$ cat src/rtl/reg_write_arbiter_pkg.sv
// Shared definitions for the register-file write arbiter: default widths and
// the requester-select encoding used for the round-robin history bit.
package reg_write_arbiter_pkg;

  localparam int W_DEF = 8;
  localparam int A_DEF = 3;

  typedef enum logic {
    REQ_A = 1'b0,
    REQ_B = 1'b1
  } req_sel_e;

endpackage

$ cat src/rtl/reg_write_arbiter_rr_arb2.sv
// Two-input round-robin arbiter. Ready outputs are combinational from Stall,
// both Valids and the registered last-grant history.
module rr_arb2
  import reg_write_arbiter_pkg::*;
(
  input  logic     Clk,
  input  logic     Reset,
  input  logic     Stall,
  input  logic     AValid,
  input  logic     BValid,
  output logic     AReady,
  output logic     BReady,
  output req_sel_e LastGrant
);

  req_sel_e last_q;
  req_sel_e last_d;
  logic     ready_a;
  logic     ready_b;

  // NOTE: every combinational output gets a default first so no path infers a latch.
  always_comb begin
    ready_a = 1'b0;
    ready_b = 1'b0;
    last_d  = last_q;
    // Reset is folded in so nothing is offered while the block is held in reset.
    if (Reset && !Stall) begin
      if (AValid && BValid) begin
        if (last_q == REQ_A) ready_b = 1'b1;
        else                 ready_a = 1'b1;
      end else if (AValid) begin
        ready_a = 1'b1;
      end else if (BValid) begin
        ready_b = 1'b1;
      end
    end
    if (AValid && ready_a)      last_d = REQ_A;
    else if (BValid && ready_b) last_d = REQ_B;
  end

  // NOTE: sequential state uses non-blocking assignments only.
  always_ff @(posedge Clk or negedge Reset) begin
    if (!Reset) last_q <= REQ_B;  // history says B so A wins the first contest
    else        last_q <= last_d;
  end

  assign AReady    = ready_a;
  assign BReady    = ready_b;
  assign LastGrant = last_q;

endmodule

$ cat src/rtl/reg_write_arbiter.sv
// Arbitrates ALU and load writebacks onto a single register-file write port,
// with a one-cycle write stage and read-port bypass detection.
module reg_write_arbiter
  import reg_write_arbiter_pkg::*;
#(
  parameter int W = W_DEF,
  parameter int A = A_DEF
) (
  input  logic         Clk,
  input  logic         Reset,
  input  logic         AValid,
  input  logic [A-1:0] AAddr,
  input  logic [W-1:0] AData,
  output logic         AReady,
  input  logic         BValid,
  input  logic [A-1:0] BAddr,
  input  logic [W-1:0] BData,
  output logic         BReady,
  input  logic         Stall,
  output logic         RfWen,
  output logic [A-1:0] RfWaddr,
  output logic [W-1:0] RfWdata,
  input  logic [A-1:0] RaddrA,
  input  logic [A-1:0] RaddrB,
  output logic         FwdHitA,
  output logic         FwdHitB,
  output logic [W-1:0] FwdData,
  output logic         LastGrant
);

  req_sel_e last_grant;
  logic     grant_a;
  logic     grant_b;

  rr_arb2 u_arb (
    .Clk       (Clk),
    .Reset     (Reset),
    .Stall     (Stall),
    .AValid    (AValid),
    .BValid    (BValid),
    .AReady    (AReady),
    .BReady    (BReady),
    .LastGrant (last_grant)
  );

  assign grant_a = AValid & AReady;
  assign grant_b = BValid & BReady;

  // Write stage: Stall only gates new grants, so a loaded stage always writes.
  // NOTE: the whole stage is reset so a write captured before reset never escapes.
  always_ff @(posedge Clk or negedge Reset) begin
    if (!Reset) begin
      RfWen   <= 1'b0;
      RfWaddr <= '0;
      RfWdata <= '0;
    end else begin
      RfWen <= grant_a | grant_b;
      if (grant_a) begin
        RfWaddr <= AAddr;
        RfWdata <= AData;
      end else if (grant_b) begin
        RfWaddr <= BAddr;
        RfWdata <= BData;
      end
    end
  end

  assign FwdHitA   = RfWen && (RfWaddr == RaddrA);
  assign FwdHitB   = RfWen && (RfWaddr == RaddrB);
  assign FwdData   = RfWdata;
  assign LastGrant = last_grant;

endmodule

$ cat config.mk
export PLATFORM = sky130hd
export DESIGN_NAME = reg_write_arbiter
export DESIGN_NICKNAME = d
export VERILOG_FILES = /design/src/rtl/reg_write_arbiter_pkg.sv /design/src/rtl/reg_write_arbiter_rr_arb2.sv /design/src/rtl/reg_write_arbiter.sv
export SDC_FILE = /design/constraint.sdc
export NUM_CORES = 1
export LEC_CHECK = 0
export ABC_AREA = 1
export BUFFER_PORTS_ARGS = -buffer_cell sky130_fd_sc_hd__buf_2
export CAP_MARGIN = 25
export CELL_PAD_IN_SITES_DETAIL_PLACEMENT = 0
export CELL_PAD_IN_SITES_GLOBAL_PLACEMENT = 2
export CORE_MARGIN = 2
export CORE_UTILIZATION = 21
export DETAILED_ROUTE_END_ITERATION = 6
export PLACE_DENSITY_LB_ADDON = 0.1
export SLEW_MARGIN = 20
export SYNTH_ARGS = -nofsm -noshare
export SYNTH_HDL_FRONTEND = slang
export SYNTH_SLANG_ARGS = --single-unit
$ cat constraint.sdc
create_clock -name Clk -period 1.6 [get_ports Clk]
set_input_delay 0.32 -clock Clk [delete_from_list [all_inputs] [get_ports Clk]]
set_output_delay 0.32 -clock Clk [all_outputs]
set_load 0.05 [all_outputs]
==> results.ini, run 1 <==
[outcome]
status=finished, final reports clean

[finish]
area.growth.synth_to_final_pct=42.8
seq_area_um2=332
drive_gt1_frac=0.508
fillers=502
diodes=0
utilization=0.314
layout.nets=221
multi_input_area_um2=457

[sta]
finalSetupTns_ns=0
period_share=0.971
finalSetupViolCount=0
layout_setup_ws_ns=0.0461
maxSlewViolCount=0
rsz0062_at_grt=true
slew_headroom=0.784
fin_skew_ns=0.00507
fmax_mhz=644
tightest_slew_ns=0.320
finalHoldViolCount=0
fin_crit_ns=1.55

[synth]
ys_top_cells_by_count=nand2_1 (39), inv_1 (27), dfrtp_1 (12)
syn_nets=165
synth_xor_area_frac=0.0182
synth.area.top_cells=dfrtp_1 (31%), nand2_1 (15%), inv_1 (11%), nand3_2 (10%), buf_4 (7.8%)
synth_top_family_by_area=simple AND/OR/NAND/NOR gates
yosysTopAreaCell=dfrtp_1
synth_area_per_cell_um2=7.31
syn_inst=132
yosysMostFrequentCell=nand2_1
synth-compound-area-share=0.0298
seq_area_frac_synth=0.339
synth_cell_types=21
synth_mux_area_frac=0
yosys.area_share.simple=0.380
synth-adder-area-share=0
synth_ff_type=dfrtp_1
syn_area_um2=965
synth_edf_count=0
synth_seq_cells=13
synthArstFlopShare=1.00
synth_warnings=0
synth.top_cell.area_share=0.311

[clocking]
cts_sinks=13
cts.clk_slew.worst_paths_ns=0.06
cts_tree=done
cts_buffer_depth=2
clk_latency_ns=0.25
cts_hold_buf=0
numCtsBuffers=3
clock_tree.root_cell=clkbuf_8
htreeDepth=1

[global_route]
grt_pass1_wl_um=4360
grt_start_max_net_pins=14
grt_antenna_before_repair=0
grt_use_total=0.111
gr-total-overflow=0
grt_pass1_vias=898

[floorplanning]
start_util=0.220
dieWidth_um=71.8
core_mm2=0.00438
num_rows=24
die-area_mm2=0.00515
fp.dieH_um=71.8
ioPinCount=58

[critical_path]
r2r_slack_ns=0.37
path_class=flip-flop to output port
required_ns=1.28
cp_data_arrival_time_ns=1.23
critPathMaxStageDelay_ns=0.44
worstSetupEndpointType=output port
slowest_stage=dfrtp_2
cp_cell_sequence=xnor2_2 > nand3_2 > nor3_4 > buf_6
cp-start-kind=flip-flop
cp_max_fo=4

[route]
dr.pass1.iters=4
wl_um=2720
drc=0
drt_first_iter_violations=18
vias=940
via_per_inst=3.93
routedWlPerCell_um=11.4
ant_nets=0

[place]
post-place-ws_ns=0.185
port_buffers=57
gp_congestion=0.702
dpl.hpwl_um=2080

[job]
drv_cap=0

[power]
leakagePower_nw=0.814
powerDensity_mw_per_mm2=1020
ir_worst_vdd_mv=0.237
finalPower_w=0.00141

[min_path]
min_path_type=input pin to async pin

[metal layers]
metal | track usage | share of wire | wire, um
met1 | 0.155 | 0.49 | 1340
met2 | 0.157 | 0.43 | 1160
met3 | 0.0281 | 0.061 | 166
met4 | 0.0566 | 0.015 | 42
met5 | 0 | 0 | 0
[registers in the layout, indices dropped and copies added (netlist names)]
name and count:
u_arb.LastGrant 1, FwdData 8, RfWaddr 3, RfWen 1
[power breakdown]
part           internal, W  switching, W
clock             0.000176      0.000125
combinational     0.000178      0.000499
sequential        0.000387     0.0000401
[worst paths after layout]
| check | from | end | depth (start not counted) |
|---|---|---|---|
| setup / recovery | RfWaddr[2] | FwdHitA | 4 |
| hold / removal | Reset | FwdData[4] | 2 |
| setup reg to reg | u_arb.LastGrant | FwdData[5] | 7 |
| hold reg to reg | FwdData[2] | FwdData[2] | 2 |
| max in group asynchronous | Reset | u_arb.LastGrant | 2 |
| min in group Clk | BValid | u_arb.LastGrant | 3 |
[logic make-up after synthesis]
logic type,Yosys count
buffers and inverters,43
AND/OR/NAND/NOR,69
XOR/XNOR,2
AO/OA/AOI/OAI,5
flip-flops,13
[what timing repair did]
| action | CTS | global route |
|---|---|---|
| cloned | 0 | 0 |
| buffers inserted | 1 | 1 |
| gates resized for setup | 7 | 3 |
| pin swaps | 2 | 1 |
| endpoints found under the setup margin | 3 | 3 |
[metrics by stage]
step | hold slack, ns | std cells | cell area (um^2)
2_1_floorplan | 0.0244 | 132 | 1000
3_3_place_gp | 0.318 | 233 | 1280
3_5_place_dp | 0.310 | 233 | 1280
4_1_cts | 0.0386 | 238 | 1360
5_1_grt | 0.0543 | 239 | 1380
6_report | 0.0295 | 239 | 1380
[critical path: cells and delay by family (launching register included)]
family / cells / cell delay (ns)
DFF: 1 / 0.44
and+or+nand+nor: 2 / 0.23
buffers and inverters: 1 / 0.17
xor gates and xnor gates: 1 / 0.15
[area by class of cell]
cell class	count	share of cell area
inverter	29	0.0808
tap	52	0.0472
timing repair buffer	65	0.267
sequential	13	0.241
multi-input combinational	76	0.332
clock buffer	4	0.0327
[placed cells by master (no fill, tap or decap), drive strengths merged]
cell type  instances
a21oi              2
buf               65
clkbuf             4
dfrtp             12
dfstp              1
inv               29
nand2             39
nand3             14
nand4             11
nor2               2
nor3               2
o21ai              3
or2                1
xnor2              1
xor2               1
Power figures use the tool's default switching activity.
==> run 2, diff against run 1 <==
SETUP_SLACK_MARGIN = 0.4   (was default)
==> run 2 against run 1 <==
  * The flow now finishes with violations (negative setup slack)
  * First-iteration DRC count rose by 50%
  * Non-clock buffer count grew 9
  * Sequential power increased by 4.7%
  * Global-route usage grew 0.50 points
  * Total power grew 15%
  * Combinational power is 26% higher
  * Wire length rose by 7.3%
  * Clock skew fell by 0.00066 ns
  * Via count grew 6.2%
  * Sequential cell count unchanged
  * Critical endpoint is now AReady
  * Largest cell class is now non-clock buffers
  * Largest power group unchanged
==> results.ini, run 2 (synthesis results as in run 1) <==
[finish]
final_cell_area_mm2=0.00165
area.growth.synth_to_final_pct=70.6
largest_reg_flops=8
utilization=0.375
drive_gt1_frac=0.643
finalNonFillerCells=248
final_cell_mix=buf_2 (33), nand2_1 (28), buf_4 (26)
final_common_cell=buf_2
layout.nets=230
diodes=0

[critical_path]
path_class=flip-flop to output port
cp_cell_sequence=inv_4 > nand2_4 > nand3_4 > inv_8 > buf_8
worstSetupEndpointType=output port
r2r_slack_ns=0.28
required_ns=1.28
cp-start-kind=flip-flop
cp_data_arrival_time_ns=1.28
ff2ff_path_depth=7
slowest_stage=dfstp_4
critPathMaxStageDelay_ns=0.63
cp_max_fo=2
r2r-start=u_arb.LastGrant
worstReg2RegEnd=FwdData[3]

[global_route]
grt_pass1_vias=1023
grt_pass1_wl_um=4650
gr-total-overflow=0
grt_start_max_net_pins=14
grt_antenna_before_repair=0
grt_use_total=0.116

[route]
ant_nets=0
dr.pass1.iters=4
vias=998
drc=0
routedWlPerCell_um=11.8
via_per_inst=4.02
drt_first_iter_violations=27
wl_um=2910

[floorplanning]
num_rows=24
die-area_mm2=0.00515
start_util=0.220
ioPinCount=58
core_mm2=0.00438
dieWidth_um=71.8
fp.dieH_um=71.8

[sta]
rsz0062_at_grt=true
finalSetupTns_ns=-0.000196
slew_headroom=0.801
maxSlewViolCount=0
fin_skew_ns=0.00441
hold_slack_ns=0.117
fmax_mhz=625
period_share=1.00
tightest_slew_ns=0.299
layout_setup_ws_ns=-0.000196
fin_crit_ns=1.60
finalSetupViolCount=1
finalHoldViolCount=0

[power]
netSwitchingPower_w=0.000723
ir_worst_vdd_mv=0.329
p_int_w=0.000887
power_frac_comb=0.532
pwr-share-seq=0.277
powerDensity_mw_per_mm2=978
leakagePower_nw=0.894
sw_frac_of_total=0.449
clockPowerShare=0.191

[clocking]
clk_latency_ns=0.24
cts_buffer_depth=2
cts_sinks=13
cts.clk_slew.worst_paths_ns=0.06
numCtsBuffers=3
htreeDepth=1
cts_tree=done
clock_tree.root_cell=clkbuf_8

[place]
port_buffers=57
gp_congestion=0.742
dpl_cell_area_mm2=0.00135
numPlacedInstances=233
dpl.hpwl_um=2170

[min_path]
min_path_type=input pin to async pin

[outcome]
violations=negative setup slack
status=finished, violations left

[job]
drv_cap=0

## run 2: cell types whose count changed in the layout (fill, tap and decap cells not counted), moves of 3 or more
cell,previous run,this run
buf_2,54,33
buf_8,1,4
dfrtp_2,4,12
buf_4,8,26
buf_6,2,10
dfrtp_1,8,0
nand2_2,0,9
nand2_1,39,28
## run 2: per-stage QoR
step | total power, W | setup slack, ns
after detailed placement | 0.00113 | 0.0780
after floorplan | 0.00100 | -0.00180
after global routing | 0.00170 | -0.0447
after global placement | 0.00112 | 0.0991
final | 0.00161 | -0.000196
after CTS | 0.00158 | -0.00147
## run 2: worst max path at each step
stage / startpoint / endpoint / slack (ns) / cells past startpoint
detailed placement: u_arb.LastGrant / AReady / 0.08 / 5
CTS: RfWaddr[2] / FwdHitA / -0.001 / 4
global placement: u_arb.LastGrant / AReady / 0.1 / 5
floorplan: RfWaddr[2] / FwdHitA / -0.002 / 3
global route: u_arb.LastGrant / AReady / -0.04 / 5
finish: u_arb.LastGrant / AReady / -0.0002 / 5
## run 2: worst max-delay path, delay by kind of cell, from the launching register on
| kind | cells | cell delay, ns |
|---|---|---|
| simple gates | 2 | 0.16 |
| flops | 1 | 0.63 |
| buf+inv | 3 | 0.24 |
## run 2: area by class of cell
type | count | area [um^2]
clock buffers | 4 | 45.0
fillers | 476 | 2740
inverters | 29 | 126
multi-input cells | 76 | 523
flip-flops and latches | 13 | 345
well taps | 52 | 65.1
repair buffers | 74 | 541
## run 2: metal layers
layer	vias to the layer above	GRT usage	share of wire
met5	-	0	0
met4	0	0.0440	0.0034
met3	2	0.0295	0.073
met2	35	0.182	0.48
met1	431	0.153	0.44
li1	530	-	-
## run 2: timing repair
item                                    in CTS  in global routing
cloned                                       1                  0
setup buffers                                8                  2
resized for setup                           36                 26
pin swaps                                    7                  3
hold buffers                                 0                  0
endpoints found under the setup margin      23                 31
## run 2: power by group through the flow
stage          clock, W  combinational, W  sequential [W]
2_1_floorplan         0          0.000369        0.000633
3_3_place_gp          0          0.000675        0.000446
3_5_place_dp          0          0.000677        0.000449
4_1_cts        0.000320          0.000814        0.000443
5_1_grt        0.000332          0.000909        0.000455
6_report       0.000307          0.000856        0.000447
